**src/rtl/bram_rnw1_clr.sv**
```systemverilog
// bram_rnw1_clr: block RAM with NRD registered read ports and one
// byte-enabled write port. After every reset an INIT/RUN state machine
// sweeps the whole physical array (DPT_2N words) to zero; o_init_done
// rises when the sweep finishes and the RAM becomes usable.
//
// Optional feature macro: BRAM_WFWD_EN
//   defined   -> same-address read/write on one edge returns the merged
//                (byte-enable-forwarded) word on each read port.
//   undefined -> read-first: the read returns the pre-write contents.
//
// Read handshake: o_rvalid[k] is high for exactly one cycle per read
// accepted on port k (i_rden[k]=1 in RUN) and qualifies o_rdata[k] in
// that cycle; there is no backpressure. When o_rvalid[k] is low,
// o_rdata[k] simply holds its last value.
module bram_rnw1_clr #(
  parameter  int DTW    = 32,
  parameter  int DPT    = 32,
  parameter  int NRD    = 2,
  localparam int ADW    = $clog2(DPT),
  localparam int DPT_2N = 2 ** ADW,
  localparam int NBE    = DTW / 8
) (
  input  logic               clk,
  input  logic               aresetn,
  output logic               o_init_done,
  input  logic               i_wren,
  input  logic [ADW-1:0]     i_waddr,
  input  logic [NBE-1:0]     i_wbe,
  input  logic [DTW-1:0]     i_wdata,
  input  logic [NRD-1:0]     i_rden,
  input  logic [NRD*ADW-1:0] i_raddr,
  output logic [NRD*DTW-1:0] o_rdata,
  output logic [NRD-1:0]     o_rvalid,
  output logic               o_dbg_state
);

  typedef enum logic {
    ST_INIT = 1'b0,
    ST_RUN  = 1'b1
  } state_e;

  state_e             state_q, state_d;
  logic [ADW-1:0]     cnt_q, cnt_d;
  logic               sweep_we;
  logic               run;
  logic [NRD*DTW-1:0] rdata_q, rdata_d;
  logic [NRD-1:0]     rvalid_q, rvalid_d;
  logic [ADW-1:0]     rd_addr;
  logic [DTW-1:0]     rd_word;

  (* ram_style = "block" *) logic [DTW-1:0] mem [DPT_2N];

  // State and sweep-counter registers.
  always_ff @(posedge clk or negedge aresetn) begin
    if (!aresetn) begin
      state_q <= ST_INIT;
      cnt_q   <= '0;
    end else begin
      state_q <= state_d;
      cnt_q   <= cnt_d;
    end
  end

  // Next-state logic: INIT clears one word per edge, RUN is terminal.
  always_comb begin
    state_d  = state_q;
    cnt_d    = cnt_q;
    sweep_we = 1'b0;
    case (state_q)
      ST_INIT: begin
        sweep_we = 1'b1;
        cnt_d    = cnt_q + 1'b1;
        if (cnt_q == ADW'(DPT_2N - 1)) begin
          state_d = ST_RUN;
        end
      end
      ST_RUN:  state_d = ST_RUN;
      default: state_d = ST_INIT;
    endcase
  end

  assign run         = (state_q == ST_RUN);
  assign o_init_done = run;
  assign o_dbg_state = state_q;

  // Array write port: zero sweep in INIT, byte-enabled user write in RUN.
  always_ff @(posedge clk) begin
    if (sweep_we) begin
      mem[cnt_q] <= '0;
    end else if (run && i_wren) begin
      for (int b = 0; b < NBE; b++) begin
        if (i_wbe[b]) begin
          mem[i_waddr][8*b +: 8] <= i_wdata[8*b +: 8];
        end
      end
    end
  end

  // Read-port next values: fetch (optionally forwarded) word per enabled port.
  always_comb begin
    rdata_d  = rdata_q;
    rvalid_d = '0;
    rd_addr  = '0;
    rd_word  = '0;
    if (run) begin
      for (int k = 0; k < NRD; k++) begin
        if (i_rden[k]) begin
          rd_addr = i_raddr[k*ADW +: ADW];
          rd_word = mem[rd_addr];
`ifdef BRAM_WFWD_EN
          if (i_wren && (i_waddr == rd_addr)) begin
            for (int b = 0; b < NBE; b++) begin
              if (i_wbe[b]) begin
                rd_word[8*b +: 8] = i_wdata[8*b +: 8];
              end
            end
          end
`endif
          rdata_d[k*DTW +: DTW] = rd_word;
          rvalid_d[k]           = 1'b1;
        end
      end
    end
  end

  // Read output registers; reset so nothing leaks out before the sweep.
  always_ff @(posedge clk or negedge aresetn) begin
    if (!aresetn) begin
      rdata_q  <= '0;
      rvalid_q <= '0;
    end else begin
      rdata_q  <= rdata_d;
      rvalid_q <= rvalid_d;
    end
  end

  assign o_rdata  = rdata_q;
  assign o_rvalid = rvalid_q;

endmodule

```
**config.mk**
```make
export PLATFORM = sky130hd
export DESIGN_NAME = bram_rnw1_clr
export DESIGN_NICKNAME = d
export VERILOG_FILES = /design/src/rtl/bram_rnw1_clr.sv
export SDC_FILE = /design/constraint.sdc
export NUM_CORES = 1
export LEC_CHECK = 0
export BUFFER_PORTS_ARGS = -buffer_cell sky130_fd_sc_hd__clkbuf_2
export CAP_MARGIN = 20
export CORE_MARGIN = 2
export CORE_UTILIZATION = 45
export CTS_CLUSTER_DIAMETER = 150
export DETAILED_ROUTE_END_ITERATION = 8
export GPL_TIMING_DRIVEN = 0
export REMOVE_ABC_BUFFERS = 1
export SLEW_MARGIN = 20
export SYNTH_ARGS = -nofsm -noshare
export SYNTH_HDL_FRONTEND = slang
export SYNTH_SLANG_ARGS = --single-unit
```
**constraint.sdc**
```tcl
create_clock -name clk -period 3.65 [get_ports clk]
set_input_delay 0.73 -clock clk [delete_from_list [all_inputs] [get_ports clk]]
set_output_delay 0.73 -clock clk [all_outputs]
set_load 0.01 [all_outputs]
```
### Word-level counts from Yosys, hierarchy flattened

Memories as Yosys holds them, arrays and structs flattened. A register that Yosys moved wholly into a read port is not among the register bits.
Cells that the tools add are included.

* RAM bits: 1024
* word-level logic and storage cells: 38
* bits in registers: 8
* memories: 1
* output and inout port bits: 68
* input port bits: 56

Memories
* mem: words 32, width 32, rd ports 2, clocked after memory_dff 2, wr ports 1, RTL line 51 `(* ram_style = "block" *) logic [DTW-1:0] mem [DPT_2N];`

* eq/ne operators: 1
* add/sub/neg operators: 1
* bitwise gates (word level): 1
* reduce and logical (&&, ||, !) cells: 6
* multiplexer cells: 25

Operators with widths (number)
* $mux W32: 1
* $reduce_or A32 Y1: 1
* $mux W1: 20
* $add A5 B1 Y5 const B: 1
* $eq A5 B5 Y1 const B: 1
* $mux W5: 1
* $mux W4: 1
* $reduce_and A2 Y1: 2
* $logic_not A1 Y1: 2
* $mux W2: 1
* $pmux W1 S2: 1
* $logic_and A1 B1 Y1: 1
* $not A1 Y1: 1

### Logic depth before layout (Yosys ltp)

* depth in word-level cells: 6
* depth in mapped cells: 8
* depth with buffers taken out: 5

### Worst setup path after synthesis

Ideal clock, no wire load.

* path type: input -> register
* start: input i_wbe[0]
* end: memory mem[11][0] (enable)
* library setup time: 0.370 ns
* stages on the path: 7
* required time: 3.280 ns
* setup slack: 1.007 ns
* data arrival time: 2.273 ns
* buffers on the path: 2
* cell sequence: nor4_1 nor2_1 buf_2 mux2i_1 nand2_1 clkbuf_1 nor2_1

* word-level cells in the longest chain between the ends: 6
* elaborated cells between the ends (all ways): 7
* those cells by class: 6 x mux; 1 x reduce/logical

Ends and longest elaborated chain
* start, declared: RTL line 28 `input logic [NBE-1:0] i_wbe,`
* $mux W1 *: RTL line 92 `if (i_wbe[b]) begin`
* $mux W1 *: RTL line 90 `end else if (run && i_wren) begin`
* $mux W1 *: RTL line 88 `if (sweep_we) begin`
* $mux W1 (implied by the code) *: RTL line 93 `mem[i_waddr][8*b +: 8] <= i_wdata[8*b +: 8];`
* $reduce_or A32 Y1 (no source line)
* $mux W5 (no source line) or $mux W4 (tied branches)
* end, declared: RTL line 51

Mark *: on every way between the ends. The rest lies on a longest branch, timed or not.

### Final worst setup path

* start: register state_q, in the netlist o_dbg_state
* end: memory mem[28][15] (enable)

* word-level cells in the longest chain between the ends: 6
* elaborated cells between the ends (all ways): 17
* those cells by class: 15 x mux; 2 x reduce/logical

Ends and longest elaborated chain
* start, declared: RTL line 42 `state_e state_q, state_d;`
* start signal, assigned: RTL line 59 `state_q <= state_d;`
* $logic_and A1 B1 Y1: RTL line 90
* $mux W1: RTL line 90
* $mux W1: RTL line 88
* $mux W1 (implied by the code): RTL line 93
* $reduce_or A32 Y1 (no source line)
* $mux W5 (no source line) or $mux W4 (tied branches)

Several ways; a longest one is shown, not always the timed one.

==> flow_results.xml <==
<?xml version="1.0" encoding="UTF-8"?>
<metrics>
  <group name="sta">
    <metric name="clock.fmax" unit="MHz">271</metric>
    <metric name="tightestPinTransition" unit="ns">1.07</metric>
    <metric name="layout_min_cycle_time" unit="ns">3.69</metric>
    <metric name="tns" unit="ns">-1.26</metric>
    <metric name="setup-violations-final" unit="">77</metric>
    <metric name="max-slew-margin-rel" unit="">0.287</metric>
    <metric name="worst_hold_slack" unit="ns">0.483</metric>
    <metric name="timing.clock.skew" unit="ns">0.0219</metric>
    <metric name="timing.final.crit_share" unit="">1.01</metric>
    <metric name="final_hold_fails" unit="">0</metric>
    <metric name="final_max_slew_viol_count" unit="">0</metric>
    <metric name="rsz_0062_raised_after_global_routing" unit="">true</metric>
    <metric name="finalWorstSetupSlack" unit="ns">-0.0399</metric>
  </group>
  <group name="global_routing">
    <metric name="grt.total_usage" unit="">0.264</metric>
    <metric name="grt_start_max_net_pins" unit="">68</metric>
    <metric name="globalRoute.totalOverflow" unit="">0</metric>
    <metric name="vias_in_the_first_global_route" unit="">32772</metric>
    <metric name="grt_pass1_wl" unit="um">226000</metric>
    <metric name="number_of_antenna_violations_at_the_first_check_in_global_routing" unit="">3</metric>
  </group>
  <group name="synth">
    <metric name="syn_area" unit="um2">52200</metric>
    <metric name="ys_seq_elements" unit="">1096</metric>
    <metric name="synth-edff-count" unit="">1024</metric>
    <metric name="synth-seq-area-share" unit="">0.623</metric>
    <metric name="post_synth_num_cell_types" unit="">37</metric>
    <metric name="synth_largest_type_area_fraction" unit="">0.589</metric>
    <metric name="synthMostInstantiatedCell" unit="">sky130_fd_sc_hd__mux2i_1</metric>
    <metric name="synth-async-reset-ratio" unit="">0.0657</metric>
    <metric name="syn-instance-count" unit="">3496</metric>
    <metric name="ys_warn_count" unit="">0</metric>
    <metric name="yosys_most_used_dff" unit="">sky130_fd_sc_hd__edfxtp_1</metric>
    <metric name="synth_area_leader_cell" unit="">sky130_fd_sc_hd__edfxtp_1</metric>
    <metric name="synth.area.top_cells" unit="">sky130_fd_sc_hd__edfxtp_1 59%, sky130_fd_sc_hd__mux2i_1 20%, sky130_fd_sc_hd__a22oi_1 3.7%</metric>
    <metric name="synth.avg_cell_area" unit="um2">14.9</metric>
    <metric name="synth.top_cells.by_count" unit="">1025 x sky130_fd_sc_hd__mux2i_1, 1024 x sky130_fd_sc_hd__edfxtp_1, 256 x sky130_fd_sc_hd__a22oi_1</metric>
  </group>
  <group name="critical_path">
    <metric name="timing.setup.critical_path_class" unit="">reg2reg</metric>
    <metric name="critPathCaptureType" unit="">register</metric>
    <metric name="critical_path_peak_fanout" unit="">20</metric>
    <metric name="wp_data_required" unit="ns">3.97</metric>
    <metric name="startpoint_type" unit="">register</metric>
    <metric name="worst_ep_arrival_time" unit="ns">4.01</metric>
  </group>
  <group name="hold_path">
    <metric name="worst_hold_path_type" unit="">reg2reg</metric>
  </group>
  <group name="routing">
    <metric name="average_wire_length_per_cell_after_detail_routing" unit="um">31.0</metric>
    <metric name="post_drt_via_cell_ratio" unit="">6.42</metric>
    <metric name="finalWirelength" unit="um">160000</metric>
    <metric name="detail_route.iter0.violations" unit="">3272</metric>
    <metric name="vias" unit="">33013</metric>
    <metric name="drt.antenna.violating_nets" unit="">0</metric>
    <metric name="drt_pre_antenna_iters" unit="">5</metric>
    <metric name="route.detailed.drc" unit="">0</metric>
  </group>
  <group name="clock_network">
    <metric name="maximum_buffer_depth_of_the_clock_tree" unit="">3</metric>
    <metric name="cts_tree" unit="">done</metric>
    <metric name="cts_inserted_buffers" unit="">113</metric>
    <metric name="cts.clk_slew.worst_paths" unit="ns">0.06</metric>
    <metric name="worstSkewPairLatency" unit="ns">0.70</metric>
    <metric name="cts-htree-levels" unit="">3</metric>
    <metric name="clock_tree.root_cell" unit="">sky130_fd_sc_hd__clkbuf_16</metric>
    <metric name="cts.sink_count" unit="">1096</metric>
    <metric name="cts_setup_buffers" unit="">0</metric>
  </group>
  <group name="outcome">
    <metric name="status" unit="">finished, violations left</metric>
    <metric name="failed_checks" unit="">setup timing</metric>
  </group>
  <group name="layout">
    <metric name="fin_nets" unit="">3596</metric>
    <metric name="area_overhead_vs_synth" unit="%">14.7</metric>
    <metric name="finished_core_util" unit="">0.522</metric>
    <metric name="layout.filler_cells" unit="">9267</metric>
    <metric name="layout-drive-gt1-share" unit="">0.172</metric>
    <metric name="finish.cell_count_without_fillers" unit="">5145</metric>
    <metric name="antenna_cells" unit="">0</metric>
  </group>
  <group name="power_and_ir_drop">
    <metric name="power" unit="mW">28.7</metric>
    <metric name="vdd_drop_max" unit="V">0.000365</metric>
    <metric name="powerDensity" unit="nW/um2">480</metric>
    <metric name="leakage_component_of_the_power" unit="nW">23.2</metric>
  </group>
  <group name="floorplan">
    <metric name="die_w" unit="um">345</metric>
    <metric name="die-area" unit="um2">119000</metric>
    <metric name="num_io_pins" unit="">124</metric>
    <metric name="initial_utilization" unit="">0.456</metric>
    <metric name="floorplan.die.height" unit="um">345</metric>
    <metric name="core_region_area" unit="um2">115000</metric>
    <metric name="rows" unit="">124</metric>
  </group>
  <group name="place">
    <metric name="gp_congestion" unit="">0.759</metric>
    <metric name="port_buffers" unit="">123</metric>
    <metric name="place_hpwl" unit="um">99200</metric>
    <metric name="place.detailed.instances" unit="">4929</metric>
  </group>
  <group name="run">
    <metric name="timing.max_cap.violations" unit="">0</metric>
  </group>
</metrics>
==> repair_timing <==
item | CTS | global route
pin swaps | 0 | 0
cloned | 3 | 1
hold endpoints to repair | 22 | 0
resized for setup | 101 | 39
setup endpoints to repair | 1035 | 616
hold buffers | 1 | 0
==> cell type report <==
| type | instances | area (um2) | area share |
|---|---|---|---|
| Clock buffer | 155 | 3140 | 0.0524 |
| Tap cell | 1512 | 1890 | 0.0316 |
| Multi-Input combinational cell | 2112 | 18800 | 0.314 |
| Clock inverter | 55 | 668 | 0.0112 |
| Inverter | 2 | 7.51 | 0.000125 |
| Sequential cell | 1096 | 32600 | 0.544 |
| Timing Repair Buffer | 213 | 2830 | 0.0472 |
==> registers in the layout, indices dropped and copies added, names as in the netlist <==
signal and flops:
cnt_q 5, mem 1024, o_dbg_state 1, o_rdata 64, o_rvalid 2
==> placed cells by master (no fill, tap or decap), drive strengths merged <==
master	count
and3	1
a221oi	128
nor3b	1
ha	2
nor3	9
nor2	134
inv	5
a31oi	9
buf	86
bufinv	16
or2	3
nor2b	8
edfxtp	1024
dfrtp	72
xor2	1
clkinvlp	1
a21oi	129
nand2b	9
clkinv	35
dlygate4sd3	1
nor4	7
a22oi	256
bufbuf	3
and2	34
mux2i	1025
o22ai	64
a41oi	6
and4	1
nand2	87
mux2	3
o41ai	64
a22o	128
or4	1
clkbuf	278
xnor2	2
==> per-stage QoR <==
step | worst slack [ns] | area (um2)
2_1_floorplan | -2.52 | 50600
3_3_place_gp | -13.33 | 53100
3_5_place_dp | -1.17 | 55500
4_1_cts | 0.000564 | 59700
5_1_grt | -0.118 | 59900
6_report | -0.0399 | 59900
==> power breakdown <==
group          leakage [nW]  switching [mW]  internal (mW)
logic                  9.79            1.78           1.04
registers              11.5           0.102           13.9
clock network          1.87            4.85           7.10
total                  23.2            6.73           22.0
==> critical path, stage by stage (launching register included) <==
cell	delay, ns
sky130_fd_sc_hd__dfrtp_2	0.67
sky130_fd_sc_hd__nand2_1	0.17
sky130_fd_sc_hd__nor2_4	0.22
sky130_fd_sc_hd__buf_12	0.22
sky130_fd_sc_hd__buf_12	0.22
sky130_fd_sc_hd__mux2_2	0.31
sky130_fd_sc_hd__nand2_1	0.46
sky130_fd_sc_hd__nor2_1	0.99
==> routing by layer <==
layer	routed length, um	part of all wire	up-vias	GRT usage
li1	-	-	14250	-
met1	68500	0.43	17179	0.368
met2	74300	0.47	1327	0.418
met3	12000	0.075	255	0.0499
met4	4640	0.029	2	0.0825
met5	13	0.000081	-	0
==> logic make-up (layout without fill, tap and decap cells) <==
| kind of cell | after synthesis | count (layout) | synth area share |
|---|---|---|---|
| compound gates | 784 | 784 | 0.122 |
| xor+xnor | 3 | 3 | 0.000503 |
| fa+ha+maj | 2 | 2 | 0.000479 |
| buf+inv | 288 | 425 | 0.0321 |
| flops | 1096 | 1096 | 0.623 |
| mux | 1028 | 1028 | 0.197 |
| simple gates | 295 | 295 | 0.0246 |
==> worst paths after layout <==
path / startpoint / end / slack (ns) / cells after the start
worst max-delay path: o_dbg_state / mem[28][15] / -0.04 / 7
worst min-delay path: o_rdata[62] / o_rdata[62] / 0.48 / 2
worst max register to register: o_dbg_state / mem[28][15] / -0.04 / 7
worst min register to register: o_rdata[62] / o_rdata[62] / 0.48 / 2
max in group asynchronous: aresetn / o_rdata[44] / 2.46 / 3
min in group asynchronous: aresetn / o_rdata[35] / 0.49 / 2
Note: power is estimated with default switching activity, not from simulation.
